## config.mk

```make
export PLATFORM = sky130hd
export DESIGN_NAME = adma_chn_sched
export DESIGN_NICKNAME = d
export VERILOG_FILES = /design/src/rtl/adma_chn_sched.sv
export SDC_FILE = /design/constraint.sdc
export NUM_CORES = 1
export LEC_CHECK = 0
export ABC_CLOCK_PERIOD_IN_PS = 11300
export BUFFER_PORTS_ARGS = -buffer_cell sky130_fd_sc_hd__buf_2
export CORE_ASPECT_RATIO = 1.2
export CORE_MARGIN = 1
export CORE_UTILIZATION = 38
export CTS_BUF_LIST = sky130_fd_sc_hd__clkbuf_8
export DETAILED_ROUTE_END_ITERATION = 10
export GPL_TIMING_DRIVEN = 0
export HOLD_SLACK_MARGIN = 0.02
export PLACE_DENSITY = 0.66
export SYNTH_ARGS = -nofsm -noshare
export SYNTH_HDL_FRONTEND = slang
export SYNTH_SLANG_ARGS = --single-unit
export TNS_END_PERCENT = 30
```

## constraint.sdc

```tcl
create_clock -name aclk -period 11.3 [get_ports aclk]
set_input_delay 0.565 -clock aclk [delete_from_list [all_inputs] [get_ports aclk]]
set_output_delay 0.565 -clock aclk [all_outputs]
set_load 0.03 [all_outputs]
```

## src/rtl/adma_chn_sched.sv

```systemverilog
// rtl/adma_chn_sched.sv - per-channel DMA transfer scheduler: priority arbitration with round-robin tie-break
// Optional watchdog abort in WAIT is built when ADMA_SCHED_WDOG_EN is defined.
module adma_chn_sched #(
  parameter int CHN_NUM  = 4,
  parameter int CHN_ID_W = 2,
  parameter int PRIO_W   = 2,
  parameter int WDOG_CYC = 4096
) (
  input  logic                       aclk,
  input  logic                       aresetn,
  input  logic [CHN_NUM-1:0]         chn_req_i,
  input  logic [CHN_NUM*PRIO_W-1:0]  chn_prio_i,
  output logic                       eng_start_o,
  output logic [CHN_ID_W-1:0]        eng_chn_id_o,
  input  logic                       eng_start_rdy_i,
  input  logic                       eng_done_i,
  input  logic                       eng_err_i,
  output logic [CHN_NUM-1:0]         chn_busy_o,
  output logic [CHN_NUM-1:0]         chn_done_o,
  output logic [CHN_NUM-1:0]         chn_err_o,
  output logic                       sched_busy_o
);

  typedef enum logic [1:0] {IDLE, ARB, ISSUE, WAIT} state_t;

  state_t                state;
  logic [CHN_ID_W-1:0]   rr_ptr;
  logic [CHN_NUM-1:0]    elig;
  logic                  win_vld;
  logic [CHN_ID_W-1:0]   win_id;
  logic [PRIO_W-1:0]     win_prio;
  logic [CHN_ID_W:0]     idx;
  logic [CHN_ID_W-1:0]   cid;

`ifdef ADMA_SCHED_WDOG_EN
  localparam int WDOG_W = (WDOG_CYC > 2) ? $clog2(WDOG_CYC) : 1;
  logic [WDOG_W-1:0]     wdog_cnt;
`else
  localparam int unused_wdog_cyc = WDOG_CYC;
`endif

  assign elig = chn_req_i & ~chn_busy_o;

  // Scan from rr_ptr; a strict '>' keeps the first channel in scan order on ties.
  always_comb begin
    win_vld  = 1'b0;
    win_id   = '0;
    win_prio = '0;
    idx      = '0;
    cid      = '0;
    for (int k = 0; k < CHN_NUM; k++) begin
      idx = {1'b0, rr_ptr} + (CHN_ID_W+1)'(k);
      if (idx >= (CHN_ID_W+1)'(CHN_NUM))
        idx = idx - (CHN_ID_W+1)'(CHN_NUM);
      cid = idx[CHN_ID_W-1:0];
      if (elig[cid] && (!win_vld || chn_prio_i[cid*PRIO_W +: PRIO_W] > win_prio)) begin
        win_vld  = 1'b1;
        win_id   = cid;
        win_prio = chn_prio_i[cid*PRIO_W +: PRIO_W];
      end
    end
  end

  always_ff @(posedge aclk or negedge aresetn) begin
    if (!aresetn) begin
      state        <= IDLE;
      rr_ptr       <= '0;
      eng_start_o  <= 1'b0;
      eng_chn_id_o <= '0;
      chn_busy_o   <= '0;
      chn_done_o   <= '0;
      chn_err_o    <= '0;
      sched_busy_o <= 1'b0;
`ifdef ADMA_SCHED_WDOG_EN
      wdog_cnt     <= '0;
`endif
    end else begin
      chn_done_o <= '0;
      chn_err_o  <= '0;
      case (state)
        IDLE: begin
          if (|elig) begin
            state        <= ARB;
            sched_busy_o <= 1'b1;
          end
        end
        ARB: begin
          if (win_vld) begin
            eng_chn_id_o <= win_id;
            chn_busy_o   <= CHN_NUM'(1) << win_id;
            eng_start_o  <= 1'b1;
            state        <= ISSUE;
          end else begin
            state        <= IDLE;
            sched_busy_o <= 1'b0;
          end
        end
        ISSUE: begin
          if (eng_start_rdy_i) begin
            eng_start_o <= 1'b0;
            rr_ptr      <= (eng_chn_id_o == CHN_ID_W'(CHN_NUM-1)) ? '0 : eng_chn_id_o + 1'b1;
            state       <= WAIT;
`ifdef ADMA_SCHED_WDOG_EN
            wdog_cnt    <= '0;
`endif
          end
        end
        WAIT: begin
          if (eng_done_i) begin
            if (eng_err_i) chn_err_o  <= chn_busy_o;
            else           chn_done_o <= chn_busy_o;
            chn_busy_o   <= '0;
            sched_busy_o <= 1'b0;
            state        <= IDLE;
          end
`ifdef ADMA_SCHED_WDOG_EN
          // Abort a hung transfer; a late done lands outside WAIT and is dropped.
          else if (wdog_cnt == WDOG_W'(WDOG_CYC-1)) begin
            chn_err_o    <= chn_busy_o;
            chn_busy_o   <= '0;
            sched_busy_o <= 1'b0;
            state        <= IDLE;
          end else begin
            wdog_cnt <= wdog_cnt + 1'b1;
          end
`endif
        end
        default: state <= IDLE;
      endcase
    end
  end

endmodule

```

==> results.sh <==
export IMPL_synth_top_family_by_area="simple AND/OR/NAND/NOR gates"
export IMPL_cts_resized=0
export IMPL_die_area_um2=4516
export IMPL_syn_inst=186
export IMPL_yosysWarnings=0
export IMPL_slew_headroom_pct=50.84
export IMPL_htree_levels=1
export IMPL_min_path_type="primary input to async pin"
export IMPL_fmax_mhz=171.5
export IMPL_io_pins=33
export IMPL_synth_edf_count=0
export IMPL_outcome="complete, no violations"
export IMPL_power_density_nw_per_um2=315.4
export IMPL_crit_path_max_fanout=10
export IMPL_start_kind="register"
export IMPL_setup_slack_ns=5.469
export IMPL_final_cell_mix="buf_2, nand2_1, dfrtp_1"
export IMPL_synth_fa_ha_area_share_pct=5.422
export IMPL_reg2reg_from="rr_ptr[0]$_DFFE_PN0P_"
export IMPL_synth_area_um2=1615
export IMPL_grt_max_degree=21
export IMPL_clkTransAtPathRegs_ns=0.07
export IMPL_rsz0062_at_grt="false"
export IMPL_critPathRequiredTime_ns=11.44
export IMPL_dp_slack_ns=5.495
export IMPL_ant_nets=0
export IMPL_die_y_um=73.42
export IMPL_fin_crit_sh_pct=51.60
export IMPL_ys_ff_latch=20
export IMPL_setup_viol=0
export IMPL_placementRows=25
export IMPL_synthXorXnorAreaFrac_pct=0
export IMPL_syn_num_nets=210
export IMPL_place_gp_congestion=0.8347
export IMPL_cts_setup_buffers=0
export IMPL_synthMuxAreaShare_pct=13.09
export IMPL_multi_input_area_um2=1054
export IMPL_vdd_ir_drop_max_mv=0.1976
export IMPL_tightestPinTransition_ns=0.7281
export IMPL_overflow=0
export IMPL_dp_cells=272
export IMPL_start_util_pct=40.34
export IMPL_period_minus_slack_ns=5.831
export IMPL_drive_gt1_share_pct=25.23
export IMPL_cts_root_buf="clkbuf_8"
export IMPL_hold_viol_final=0
export IMPL_drv_cap=0
export IMPL_n_antenna_cell=0
export IMPL_final_common_cell="buf_2"
export IMPL_worstPathArrival_ns=5.97
export IMPL_drt_wl_total_mm=3.641
export IMPL_tns_ns=0
export IMPL_ys_seq_area_share_pct=30.98
export IMPL_dp_hpwl_mm=2.940
export IMPL_numCtsBuffers=3
export IMPL_grt_pass1_wl_mm=6.168
export IMPL_grt_use_total_pct=18.04
export IMPL_final_cells=276
export IMPL_nets=247
export IMPL_routed_via_density=5.406
export IMPL_rrSetupSlack_ns=5.47
export IMPL_portBuffers=32
export IMPL_numClockSinks=20
export IMPL_syn_to_final_growth_pct=17.51
export IMPL_synth_compound_area_share_pct=22.93
export IMPL_drc=0
export IMPL_async_flop_share_pct=100.0
export IMPL_register_area_um2=500.5
export IMPL_skew_ns=0.008332
export IMPL_synth_cell_types=49
export IMPL_post_drt_wl_per_cell_um=13.19
export IMPL_nFillCells=416
export IMPL_timing_final_max_slew_violations=0
export IMPL_clk_latency_ns=0.26
export IMPL_rr_endpoint="chn_busy_o[3]$_DFFE_PN0P_"
export IMPL_synthFlopType="dfrtp_1"
export IMPL_p_leak_nw=0.9220
export IMPL_antenna_found_initial=0
export IMPL_core_area_um2=4004
export IMPL_end_kind="register"
export IMPL_die_x_um=61.52
export IMPL_cts_tree="done"
export IMPL_via_count=1492
export IMPL_first_global_vias=1374
export IMPL_clk_path_buf_depth=2
export IMPL_synth_avg_cell_area_um2=8.684
export IMPL_dr_pass1_iters=4
export IMPL_drt_iter0_drc=43
export IMPL_synth_simple_gate_area_share_pct=23.78
export IMPL_r2r_cells=26
export IMPL_crit_type="register to register"
export IMPL_cts_hold_repair_buffers=0
==> report_power, final <==
| part | leakage, nW | total (mW) | internal (mW) | switching [mW] |
|---|---|---|---|---|
| logic | 0.633 | 0.436 | 0.182 | 0.254 |
| clock network | 0.0288 | 0.0529 | 0.0310 | 0.0219 |
| registers | 0.261 | 0.110 | 0.0915 | 0.0182 |
==> final cells by class <==
cell class / count / area share (%)
Buffer: 8 / 2.044
Clock buffer: 4 / 2.900
Tap cell: 54 / 3.560
Timing Repair Buffer: 32 / 8.438
Sequential cell: 20 / 26.37
Inverter: 6 / 1.187
Multi-Input combinational cell: 152 / 55.50
==> cell usage after synthesis, types with 2 or more instances <==
cell type  number  area, µm²
nor3_1          2      10.01
or3_1           2      12.51
nor2b_1         6      37.54
inv_1           6      22.52
a31oi_1         4      25.02
and2_1          8      50.05
dfrtp_1        20      500.5
o22a_1          3      26.28
mux2_2          3      33.78
a22o_1          3      26.28
nor2_1         17      63.81
a21oi_1         8      40.04
nand2_1        22      82.58
nand3_1         4      20.02
o211ai_1        2      15.01
o21ai_0         9      45.04
ha_1            7      87.58
mux2i_1        14      140.1
nand2b_2        2      17.52
o22ai_1         3      18.77
nand2b_1        4      25.02
a22oi_1         2      15.01
o21ai_1         4      20.02
buf_1           3      11.26
buf_2           4      20.02
==> state kept, by name (all words and copies together), names as in the netlist, named ones only <==
name,cells
chn_busy_o,4
chn_done_o,4
chn_err_o,4
eng_chn_id_o,2
rr_ptr,2
eng_start_o,1
sched_busy_o,1
state,1
==> cell families after synthesis <==
family,after synthesis
AO/OA/AOI/OAI,51
adder cells (fa/ha/maj),7
buffers and inverters,14
flip-flops,20
multiplexers,19
AND/OR/NAND/NOR,75
==> layer usage <==
layer / part of all wire [%] / GRT usage [%] / vias up
met5: 0 / 0 / -
met3: 3.8 / 1.761 / 2
li1: - / - / 749
met2: 52 / 31.18 / 42
met4: 0.80 / 7.160 / 0
met1: 43 / 22.43 / 699
==> critical path, cell delays in order, from the launching register on <==
cell and delay, ns:
dfrtp_1 0.33, buf_2 0.19, buf_2 0.27, buf_1 0.43
mux2i_1 0.24, nand2_1 0.07, nand2_1 0.07, inv_1 0.05
ha_1 0.17, nor2b_1 0.11, a2bb2oi_1 0.32, a21oi_1 0.11
or2_1 0.30, o21ai_0 0.30, ha_1 0.30, nor2b_1 0.13
o21ai_1 0.21, and4b_1 0.25, a311o_1 0.22, o21ai_0 0.13
ha_1 0.29, nor2b_1 0.13, o21ai_0 0.27, a31o_1 0.26
o21ai_1 0.13, a22o_1 0.22, a22o_1 0.22
==> worst max-delay path by stage <==
stage                                startpoint                   endpoint  slack (ns)  cells after the start
final                     rr_ptr[0]$_DFFE_PN0P_  chn_busy_o[3]$_DFFE_PN0P_        5.47                     26
after global routing      rr_ptr[0]$_DFFE_PN0P_  chn_busy_o[3]$_DFFE_PN0P_        4.92                     27
after CTS                 rr_ptr[0]$_DFFE_PN0P_  chn_busy_o[3]$_DFFE_PN0P_        5.47                     26
after detailed placement  rr_ptr[0]$_DFFE_PN0P_  chn_busy_o[3]$_DFFE_PN0P_        5.49                     26
after global placement    rr_ptr[0]$_DFFE_PN0P_  chn_busy_o[3]$_DFFE_PN0P_        5.54                     26
after floorplan           rr_ptr[0]$_DFFE_PN0P_  chn_busy_o[3]$_DFFE_PN0P_        6.32                     27
==> metrics by stage <==
step | instance area [µm²] | hold WS (ns) | util [%] | total power [mW]
floorplan | 1615 | 0.2694 | - | 0.4575
detailed placement | 1843 | 0.5117 | 46.03 | 0.5487
finish | 1898 | 0.2408 | 47.41 | 0.5987
global placement | 1843 | 0.5094 | 46.03 | 0.5423
CTS | 1898 | 0.2511 | 47.41 | 0.6031
global route | 1898 | 0.2762 | 47.41 | 0.6621
Note: power is estimated with default switching activity, not from simulation.
